## src/rtl/ex_resolve.sv

```systemverilog
// Execute-stage resolution: writeback FIFO, branch/jump redirect, epoch squash.
// Optional overflow trap is enabled by defining EX_RESOLVE_OVERFLOW_TRAP_EN.
module ex_resolve #(
  parameter int XLEN = 32
) (
  input  logic            clk,
  input  logic            reset,
  input  logic            in_valid,
  output logic            in_ready,
  input  logic            in_epoch,
  input  logic [XLEN-1:0] in_pc,
  input  logic [XLEN-1:0] in_imm,
  input  logic [4:0]      in_rd,
  input  logic            in_reg_write,
  input  logic            in_is_branch,
  input  logic            in_is_jal,
  input  logic            in_is_jalr,
  input  logic            in_is_arith,
  input  logic [XLEN-1:0] alu_result,
  input  logic            alu_zero,
  input  logic            alu_overflow,
  output logic            wb_valid,
  input  logic            wb_ready,
  output logic [4:0]      wb_rd,
  output logic [XLEN-1:0] wb_data,
  output logic            wb_we,
  output logic            redirect_valid,
  output logic [XLEN-1:0] redirect_pc,
  output logic            trap_valid,
  input  logic            trap_ack,
  output logic [XLEN-1:0] trap_pc,
  output logic            epoch
);

  typedef enum logic {RUN, TRAP} state_t;

  typedef struct packed {
    logic [4:0]      rd;
    logic [XLEN-1:0] data;
    logic            we;
  } wb_ent_t;

  state_t          state, state_nxt;
  wb_ent_t         fifo [2];
  wb_ent_t         ent;
  logic            wr_ptr, rd_ptr;
  logic [1:0]      count;
  logic            live, taken, ovf_trap, push, pop;
  logic [XLEN-1:0] tgt;

  // in_ready depends only on registered state, never on wb_ready
  assign in_ready = (state == RUN) && (count < 2'd2);
  assign live     = in_valid && in_ready && (in_epoch == epoch);
  assign taken    = in_is_jal || in_is_jalr || (in_is_branch && alu_zero);

`ifdef EX_RESOLVE_OVERFLOW_TRAP_EN
  assign ovf_trap   = live && in_is_arith && alu_overflow;
  assign trap_valid = (state == TRAP);
`else
  logic unused_ovf;
  assign unused_ovf = alu_overflow;
  assign ovf_trap   = 1'b0;
  assign trap_valid = 1'b0;
`endif

  assign push = live && !in_is_branch && !ovf_trap;
  assign pop  = wb_valid && wb_ready;
  assign tgt  = in_is_jalr ? (alu_result & ~XLEN'(1)) : (in_pc + in_imm);

  always_comb begin
    ent.rd   = in_rd;
    ent.data = (in_is_jal || in_is_jalr) ? (in_pc + XLEN'(4)) : alu_result;
    ent.we   = in_reg_write && (in_rd != 5'd0);
  end

  always_comb begin
    state_nxt = state;
    case (state)
      RUN:     if (ovf_trap) state_nxt = TRAP;
      TRAP:    if (trap_ack) state_nxt = RUN;
      default: state_nxt = RUN;
    endcase
  end

  always_ff @(posedge clk) begin
    if (reset) state <= RUN;
    else       state <= state_nxt;
  end

  always_ff @(posedge clk) begin
    if (reset) begin
      for (int k = 0; k < 2; k++) fifo[k] <= '0;
      wr_ptr         <= 1'b0;
      rd_ptr         <= 1'b0;
      count          <= 2'd0;
      epoch          <= 1'b0;
      redirect_valid <= 1'b0;
      redirect_pc    <= '0;
      trap_pc        <= '0;
    end else begin
      if (push) begin
        fifo[wr_ptr] <= ent;
        wr_ptr       <= ~wr_ptr;
      end
      if (pop) rd_ptr <= ~rd_ptr;
      case ({push, pop})
        2'b10:   count <= count + 2'd1;
        2'b01:   count <= count - 2'd1;
        default: count <= count;
      endcase
      // A trapping instruction never redirects; either event opens a new epoch
      redirect_valid <= live && taken && !ovf_trap;
      if (live && taken && !ovf_trap) redirect_pc <= tgt;
      if ((live && taken) || ovf_trap) epoch <= ~epoch;
      if (ovf_trap) trap_pc <= in_pc;
    end
  end

  assign wb_valid = (count != 2'd0);
  assign wb_rd    = fifo[rd_ptr].rd;
  assign wb_data  = fifo[rd_ptr].data;
  assign wb_we    = fifo[rd_ptr].we;

endmodule

```

## config.mk

```make
export PLATFORM = sky130hd
export DESIGN_NAME = ex_resolve
export DESIGN_NICKNAME = d
export VERILOG_FILES = /design/src/rtl/ex_resolve.sv
export SDC_FILE = /design/constraint.sdc
export NUM_CORES = 1
export LEC_CHECK = 0
export CAP_MARGIN = 0
export CORE_ASPECT_RATIO = 0.75
export CORE_UTILIZATION = 49
export DETAILED_ROUTE_END_ITERATION = 16
export PLACE_DENSITY_LB_ADDON = 0.15
export SLEW_MARGIN = 20
export SYNTH_ARGS = -nofsm -noshare
export SYNTH_HDL_FRONTEND = slang
export SYNTH_SLANG_ARGS = --single-unit
```

## constraint.sdc

```tcl
create_clock -name clk -period 5.1 [get_ports clk]
set_input_delay 1.02 -clock clk [delete_from_list [all_inputs] [get_ports clk]]
set_output_delay 1.02 -clock clk [all_outputs]
set_load 0.03 [all_outputs]
```

==> summary.md, run 1 <==
| Metric | Value |
|---|---|
| Result of the run | complete, no violations |
| Clock root buffer | sky130_fd_sc_hd__clkbuf_16 |
| Maxcap violations | 0 |
| Pin count of the biggest net entering global routing | 43 |
| FF+latch count, synth | 116 |
| Die X-Extent | 148.5 um |
| Pwr Density | 344.0 mW/mm^2 |
| Vias/cell | 5.584 |
| Dominant cell type by area after synthesis | sky130_fd_sc_hd__edfxtp_1 |
| VDD IR max | about 0.00018 V |
| Final HPWL DP | 17.52 mm |
| Total number of H-tree levels | 4 |
| Maximum buffer depth of the clock tree | 2 |
| Post-synth top area share | 28.92% |
| Number of optimization iterations in the first detailed-route pass | 5 |
| Cells after Synth | between 800 and 900 |
| Ys Warns | 0 |
| Clock insertion delay at the later pin of the skew report | 0.42 ns |
| Number of primary I/O pins | 221 |
| Violation count after the first detailed-routing iteration | 754 |
| Start-to-end type of the worst setup path | register to output port |
| Setup Total Neg Slack | 0 ns |
| Register area share after synthesis | 39.07% |
| Number of clock buffers inserted by TritonCTS | 17 |
| Number of nets with antenna violations after routing | 0 |
| Pin slew with the least headroom to its limit | between 0.9 and 1 ns |
| Die Area | 0.01662 mm^2 |
| GRT Resource Usage Total | 28.31% |
| Drc violations | 0 |
| Async set-reset flop share out of synthesis | 0% |
| Arrival time reported for the critical path endpoint | 2.67 ns |
| Leak Pwr | 3.928 nW |
| Setup repair after global routing missed its margin | no |
| Routed wire length | 23.08 mm |
| Most used standard cells in the synthesized netlist | sky130_fd_sc_hd__nor2_1, sky130_fd_sc_hd__a21oi_1, sky130_fd_sc_hd__edfxtp_1 |
| Number of global-route vias before repair | approximately 6,400 |
| Unique masters post-synth | 72 |
| Tightest slew margin relative to the limit | 35.47% |
| Pre-CTS setup slack | around 1.1 ns |
| Nature of the critical path startpoint | register |
| Number of resized instances in the post-cts repair step | 0 |
| Per-instance average area after synthesis | 8.855 um^2 |
| Site Rows | 39 |
| Via count | 7,114 |
| Area inside the core boundary | 0.01547 mm^2 |
| Final nets | 1,204 |
| Count of final setup violators | 0 |
| Number of flops mapped to enable cells by yosys | 76 |
| CTS tree | built |
| Data required time at the worst endpoint | approximately 4.1 ns |
| Crit path setup slack, layout | 1.408 ns |
| Syn Std Cell Area | 0.007890 mm^2 |
| Flip-flop cell with the highest count after synthesis | sky130_fd_sc_hd__edfxtp_1 |
| CP Max Fanout | 20 |
| Period minus WS final | 3.692 ns |
| Antenna violations before repair | 0 |
| Global route overflow | 0 |
| Slew Viols, Final | 0 |
| Period utilisation layout | 72.39% |
| Cell area after placement | 0.009779 mm^2 |
| Cell with the most instances after synthesis | sky130_fd_sc_hd__nor2_1 |
| Weighted congestion at the end of routability-driven global placement | 0.9676 |
| Post-CTS clock slew at the launch and capture registers of the worst setup and hold paths | 0.05 ns |
| Final setup skew | 0.01026 ns |
| Nature of the critical path endpoint | output port |
| Initial Util | 51.01% |
| Final Hold Vio Count | 0 |
| Buffers on Ports | 185 |
| Highest clock frequency the design can meet | 270.9 MHz |
| Die height | ~110 um |
| Post-route cell area | between 0.01 and 0.015 mm^2 |
| Top post-synthesis cells by area | sky130_fd_sc_hd__edfxtp_1, sky130_fd_sc_hd__dfxtp_1, sky130_fd_sc_hd__nor2_1 |
| Antenna cell count | 0 |
| Average wire per standard cell | ~18 um |
| Worst min-delay path category | register to register |
| Total of hold buffers inserted after clock tree synthesis | 0 |
| Fraction of layout instances using a drive strength above 1 | 9.635% |
| Wire length of the first global-routing pass | ~35 mm |
| Number of sinks on the clock net | around 120 |
| Layout-stage area growth over the synthesis result | 31.43% |
| Number of buffers inserted to repair setup after CTS | 0 |
-- worst max-delay path: stages (launching register included) --
cell                              delay [ns]
sky130_fd_sc_hd__dfxtp_1                0.86
sky130_fd_sc_hd__buf_4                  0.41
sky130_fd_sc_hd__mux2_2                 0.38
sky130_fd_sc_hd__clkdlybuf4s50_1        0.60
-- through the flow --
stage | cells | utilization [%] | hold WS (ns) | total power, mW
floorplan | 923 | - | 0.4533 | 1.929
global placement | 1242 | 63.22 | 0.4398 | 2.358
detailed placement | 1242 | 63.22 | 0.4460 | 2.365
CTS | 1274 | 67.04 | 0.4529 | 3.570
global route | 1274 | 67.04 | 0.4720 | 3.706
finish | 1274 | 67.04 | 0.4558 | 3.567
-- placed cells by master (no fill, tap or decap), types with 12 or more instances in the layout --
| master | n |
|---|---|
| sky130_fd_sc_hd__a211oi_1 | 13 |
| sky130_fd_sc_hd__clkdlybuf4s50_1 | 184 |
| sky130_fd_sc_hd__nor2_1 | 158 |
| sky130_fd_sc_hd__ha_1 | 33 |
| sky130_fd_sc_hd__nand4_1 | 12 |
| sky130_fd_sc_hd__clkbuf_16 | 17 |
| sky130_fd_sc_hd__a21oi_1 | 78 |
| sky130_fd_sc_hd__conb_1 | 33 |
| sky130_fd_sc_hd__nor3_1 | 18 |
| sky130_fd_sc_hd__nand2_1 | 67 |
| sky130_fd_sc_hd__xor2_1 | 27 |
| sky130_fd_sc_hd__o21ai_0 | 32 |
| sky130_fd_sc_hd__inv_1 | 15 |
| sky130_fd_sc_hd__mux2_2 | 39 |
| sky130_fd_sc_hd__dfxtp_1 | 40 |
| sky130_fd_sc_hd__edfxtp_1 | 76 |
| sky130_fd_sc_hd__a21o_1 | 12 |
| sky130_fd_sc_hd__xnor2_1 | 23 |
| sky130_fd_sc_hd__nand3_1 | 26 |
| sky130_fd_sc_hd__and3_1 | 12 |
-- flip-flops by register name, summed over array words and instances (netlist names), named ones only --
| signal | count |
|---|---|
| fifo | 76 |
| redirect_pc | 32 |
| count | 2 |
| epoch | 1 |
| rd_ptr | 1 |
| redirect_valid | 1 |
| state | 1 |
| wr_ptr | 1 |
-- area by class of cell --
class / count / area (um^2)
clock buffer: 20 / 436.7
clock inverter: 12 / 153.9
fill: 1264 / 5099
inverter: 15 / 56.30
multi-input combinational: 711 / 4462
sequential: 116 / 3083
tap: 205 / 256.5
timing repair buffer: 195 / 1922
-- cell families (layout without fill, tap and decap cells) --
kind of cell | count (synthesis) | after routing | synth area share, %
flops | 116 | 116 | 39.07
simple gates | 342 | 342 | 19.68
compound gates | 202 | 202 | 16.89
other cells | 1 | 33 | 0.04753
mux | 50 | 50 | 6.962
buf+inv | 96 | 242 | 6.311
fa+ha+maj | 34 | 34 | 5.487
xor+xnor | 50 | 50 | 5.550
-- routing by layer --
| metal | GRT usage (%) | wire length, um |
|---|---|---|
| met1 | 43.45 | 10930 |
| met2 | 40.65 | 9832 |
| met3 | 5.656 | 2067 |
| met4 | 5.773 | 248 |
| met5 | 0 | 0 |
-- where the power goes --
group | internal [mW] | switching, mW
Combinational | 0.510 | 0.704
Clock | 0.769 | 0.437
Sequential | 1.09 | 0.0566
Total | 2.37 | 1.20
-- path summary, 6_finish.rpt --
path                            cells after the start  slack (ns)                   startpoint                          end
worst min register to register                      2        0.46  redirect_pc[2]$_SDFFE_PP0P_  redirect_pc[2]$_SDFFE_PP0P_
worst min-delay path                                2        0.46  redirect_pc[2]$_SDFFE_PP0P_  redirect_pc[2]$_SDFFE_PP0P_
worst max register to register                      5        2.38        count[1]$_SDFFE_PP0P_    fifo[1][10]$_SDFFCE_PN0P_
worst max-delay path                                3        1.41                     register                  wb_data[28]
(Power assumes the default switching activity.)
==> inputs of run 2 (changes only) <==
--- a/config.mk
+++ b/config.mk
@@ -7,7 +7,7 @@
 export LEC_CHECK = 0
 export CAP_MARGIN = 0
 export CORE_ASPECT_RATIO = 0.75
-export CORE_UTILIZATION = 49
+export CORE_UTILIZATION = 44
 export DETAILED_ROUTE_END_ITERATION = 16
 export PLACE_DENSITY_LB_ADDON = 0.15
 export SLEW_MARGIN = 20
==> constraint.sdc (replaced) <==
create_clock -name clk -period 3 [get_ports clk]
set_input_delay 0.6 -clock clk [delete_from_list [all_inputs] [get_ports clk]]
set_output_delay 0.6 -clock clk [all_outputs]
set_load 0.03 [all_outputs]
==> run 2 against run 1 <==
Against the previous run:
- combinational power up 100%
- cell count increased by 13%
- sequential cell count did not move
- highest routed layer unchanged
- clock skew is 0.0045 ns lower
- non-clock buffer count increased by 126
==> summary.md, run 2 (synthesis gave the netlist of run 1 again) <==
| Metric | Value |
|---|---|
| Result of the run | complete, no violations |
| Final nets | 1,330 (+10%) |
| Number of global-route vias before repair | 7,010 (+10%) |
| Setup repair after global routing missed its margin | yes |
| Period minus WS final | ~2.9 ns |
| Top library cells by usage in the layout, fill and taps aside | sky130_fd_sc_hd__clkdlybuf4s50_1, sky130_fd_sc_hd__nor2_1, sky130_fd_sc_hd__buf_4 |
| CP max stage delay | 0.43 ns (-0.43 ns) |
| Tightest slew margin relative to the limit | 64.95% (+29 points) |
| Via count | 7,583 (+6.6%) |
| Area taken by flip-flops and latches | 0.003083 mm^2 (unchanged) |
| Vias/cell | 5.277 (-5.5%) |
| Number of cells on the critical path | 11 (+8) |
| Layout-stage area growth over the synthesis result | 47.49% |
| Final instance count without filler cells | 1,437 (+13%) |
| Drc violations | 0 (unchanged) |
| Total number of H-tree levels | 4 (unchanged) |
| Area taken by multi-input logic gates | 0.004484 mm^2 (+0.50%) |
| Number of nets with antenna violations after routing | 0 (unchanged) |
| Violation count after the first detailed-routing iteration | 614 (-19%) |
| Fraction of layout instances using a drive strength above 1 | 21.26% (+12 points) |
| Crit path setup slack, layout | 0.1301 ns (-1.278 ns) |
| Highest clock frequency the design can meet | 348.4 MHz |
| Number of sinks on the clock net | 116 (unchanged) |
| Die X-Extent | 156.6 um (+5.5%) |
| Total of hold buffers inserted after clock tree synthesis | 0 (unchanged) |
| Area inside the core boundary | 0.01760 mm^2 (+14%) |
| Weighted congestion at the end of routability-driven global placement | 0.9161 (-5.3%) |
| Slew Viols, Final | 0 (unchanged) |
| Initial Util | 44.82% (-6.2 points) |
| Most common library cell in the layout ignoring fill and taps | sky130_fd_sc_hd__clkdlybuf4s50_1 |
| Antenna violations before repair | 0 (unchanged) |
| R2R cell count | 6 (+1) |
| Post-CTS clock slew at the launch and capture registers of the worst setup and hold paths | 0.05 ns (about the same) |
| Number of clock buffers inserted by TritonCTS | 17 (unchanged) |
| Placed insts | 1,404 (+13%) |
| Reg with most FFs | fifo |
| Final-layout fill cell count | 1,458 (+15%) |
| Buf+Inv Stages, Crit Path | 2 (unchanged) |
| Slowest cell on the critical path | sky130_fd_sc_hd__clkdlybuf4s50_1 |
| Number of primary I/O pins | 221 (unchanged) |
| Nature of the critical path startpoint | primary input |
| Die height | 118.0 um (+5.4%) |
| Family with the most delay on the worst path | compound AO/OA/AOI/OAI gates |
| Max reg flops | 76 (unchanged) |
| Maxcap violations | 0 (unchanged) |
| Die Area | 0.01848 mm^2 (+11%) |
| Setup Total Neg Slack | 0 ns (unchanged) |
| CP Max Fanout | 3 (-85%) |
| Count of final setup violators | 0 (unchanged) |
| Final Power | 6.358 mW (+78%) |
| Post-route cell area | 0.01164 mm^2 (+12%) |
| VDD IR max | 0.0003965 V (+110%) |
| CTS tree | built |
| Buffers on Ports | 185 (unchanged) |
| Period utilisation layout | between 90 and 100% |
| Final Hold Vio Count | 0 (unchanged) |
| Clock insertion delay at the later pin of the skew report | 0.41 ns (about the same) |
| Regs by FF count | fifo (76), redirect_pc (32), count (2) |
| Final HPWL DP | 19.09 mm (+8.9%) |
| Pin count of the biggest net entering global routing | 57 (+33%) |
| Global route overflow | 0 (unchanged) |
| Arrival time reported for the critical path endpoint | 3.17 ns (+0.50 ns) |
| Pre-CTS setup slack | -0.3354 ns (-1.484 ns) |
| Routed wire length | 24.33 mm (+5.4%) |
| Average wire per standard cell | 16.93 um (-6.5%) |
| GRT Resource Usage Total | 26.96% (-1.3 points) |
| Site Rows | 42 (+7.7%) |
| List of cells traversed by the critical path | clkdlybuf4s50_1, ha_2, fa_1, a21oi_1, buf_4, o211ai_2, a21oi_4, o211ai_1, a31oi_1, xor2_1, a2111oi_1 |
| Reg2Reg Setup Slack | 0.80 ns (-1.58 ns) |
| Nature of the critical path endpoint | register |
| Cell area after placement | 0.01104 mm^2 (+13%) |
| Antenna cell count | 0 (unchanged) |
| Pin slew with the least headroom to its limit | 0.5258 ns (-0.4422 ns) |
| Final setup skew | 0.005787 ns (-0.004477 ns) |
| Clock root buffer | sky130_fd_sc_hd__clkbuf_16 |
| Worst Hold Path Cells | 2 (unchanged) |
| Maximum buffer depth of the clock tree | 2 (unchanged) |
| Leak Pwr | 4.650 nW (+18%) |
| Number of optimization iterations in the first detailed-route pass | 6 (+1) |
| Worst min-delay path category | register to register |
| Wire length of the first global-routing pass | 37.62 mm (+6.6%) |
| Pwr Density | 546.4 mW/mm^2 (+59%) |
| Data required time at the worst endpoint | 3.30 ns (-0.78 ns) |
| Start-to-end type of the worst setup path | primary input to register |
## run 2: cell type report
type / instances / share of cell area (%)
clock inverter: 12 / 1.129
multi-input combinational: 711 / 38.53
inverter: 15 / 0.4838
timing repair buffer: 321 / 27.01
sequential: 116 / 26.49
clock buffer: 20 / 3.752
tap: 242 / 2.602
## run 2: metrics by stage
| step | hold WS, ns | utilization [%] |
|---|---|---|
| 2_1_floorplan | 0.4533 | - |
| 3_3_place_gp | 0.4396 | 62.71 |
| 3_5_place_dp | 0.4483 | 62.71 |
| 4_1_cts | 0.4535 | 65.93 |
| 5_1_grt | 0.4781 | 66.11 |
| 6_report | 0.4567 | 66.11 |
## run 2: worst paths after layout
path	start	endpoint
setup reg to reg	count[1]$_SDFFE_PP0P_	fifo[0][17]$_SDFFCE_PN0P_
setup / recovery	in_pc[0]	redirect_pc[28]$_SDFFE_PP0P_
hold / removal	redirect_pc[2]$_SDFFE_PP0P_	redirect_pc[2]$_SDFFE_PP0P_
hold reg to reg	redirect_pc[2]$_SDFFE_PP0P_	redirect_pc[2]$_SDFFE_PP0P_
## run 2: power by group
part | total [mW] | switching (mW) | internal, mW
logic | 2.47 | 1.31 | 1.16
clock network | 1.96 | 0.739 | 1.22
registers | 1.92 | 0.0703 | 1.85
## run 2: what timing repair did
action,CTS,global route
hold endpoints to repair,0,0
buffers inserted,0,1
endpoints found under the setup margin,0,3
gates resized for setup,0,7
## run 2: worst register-to-register path, stage by stage (launching register included)
cell and delay [ns]:
sky130_fd_sc_hd__dfxtp_1 0.33, sky130_fd_sc_hd__nor2_1 0.20, sky130_fd_sc_hd__nand3_2 0.17, sky130_fd_sc_hd__or2_1 0.35
sky130_fd_sc_hd__or3_1 0.59, sky130_fd_sc_hd__buf_4 0.29, sky130_fd_sc_hd__nor2_1 0.14
## run 2: per-layer routing
metal | GRT usage, % | vias to the layer above | part of all wire (%)
li1 | - | 3750 | -
met1 | 40.53 | 3500 | 49
met2 | 39.09 | 303 | 42
met3 | 4.381 | 30 | 6.8
met4 | 8.517 | 0 | 2.0
met5 | 0 | - | 0
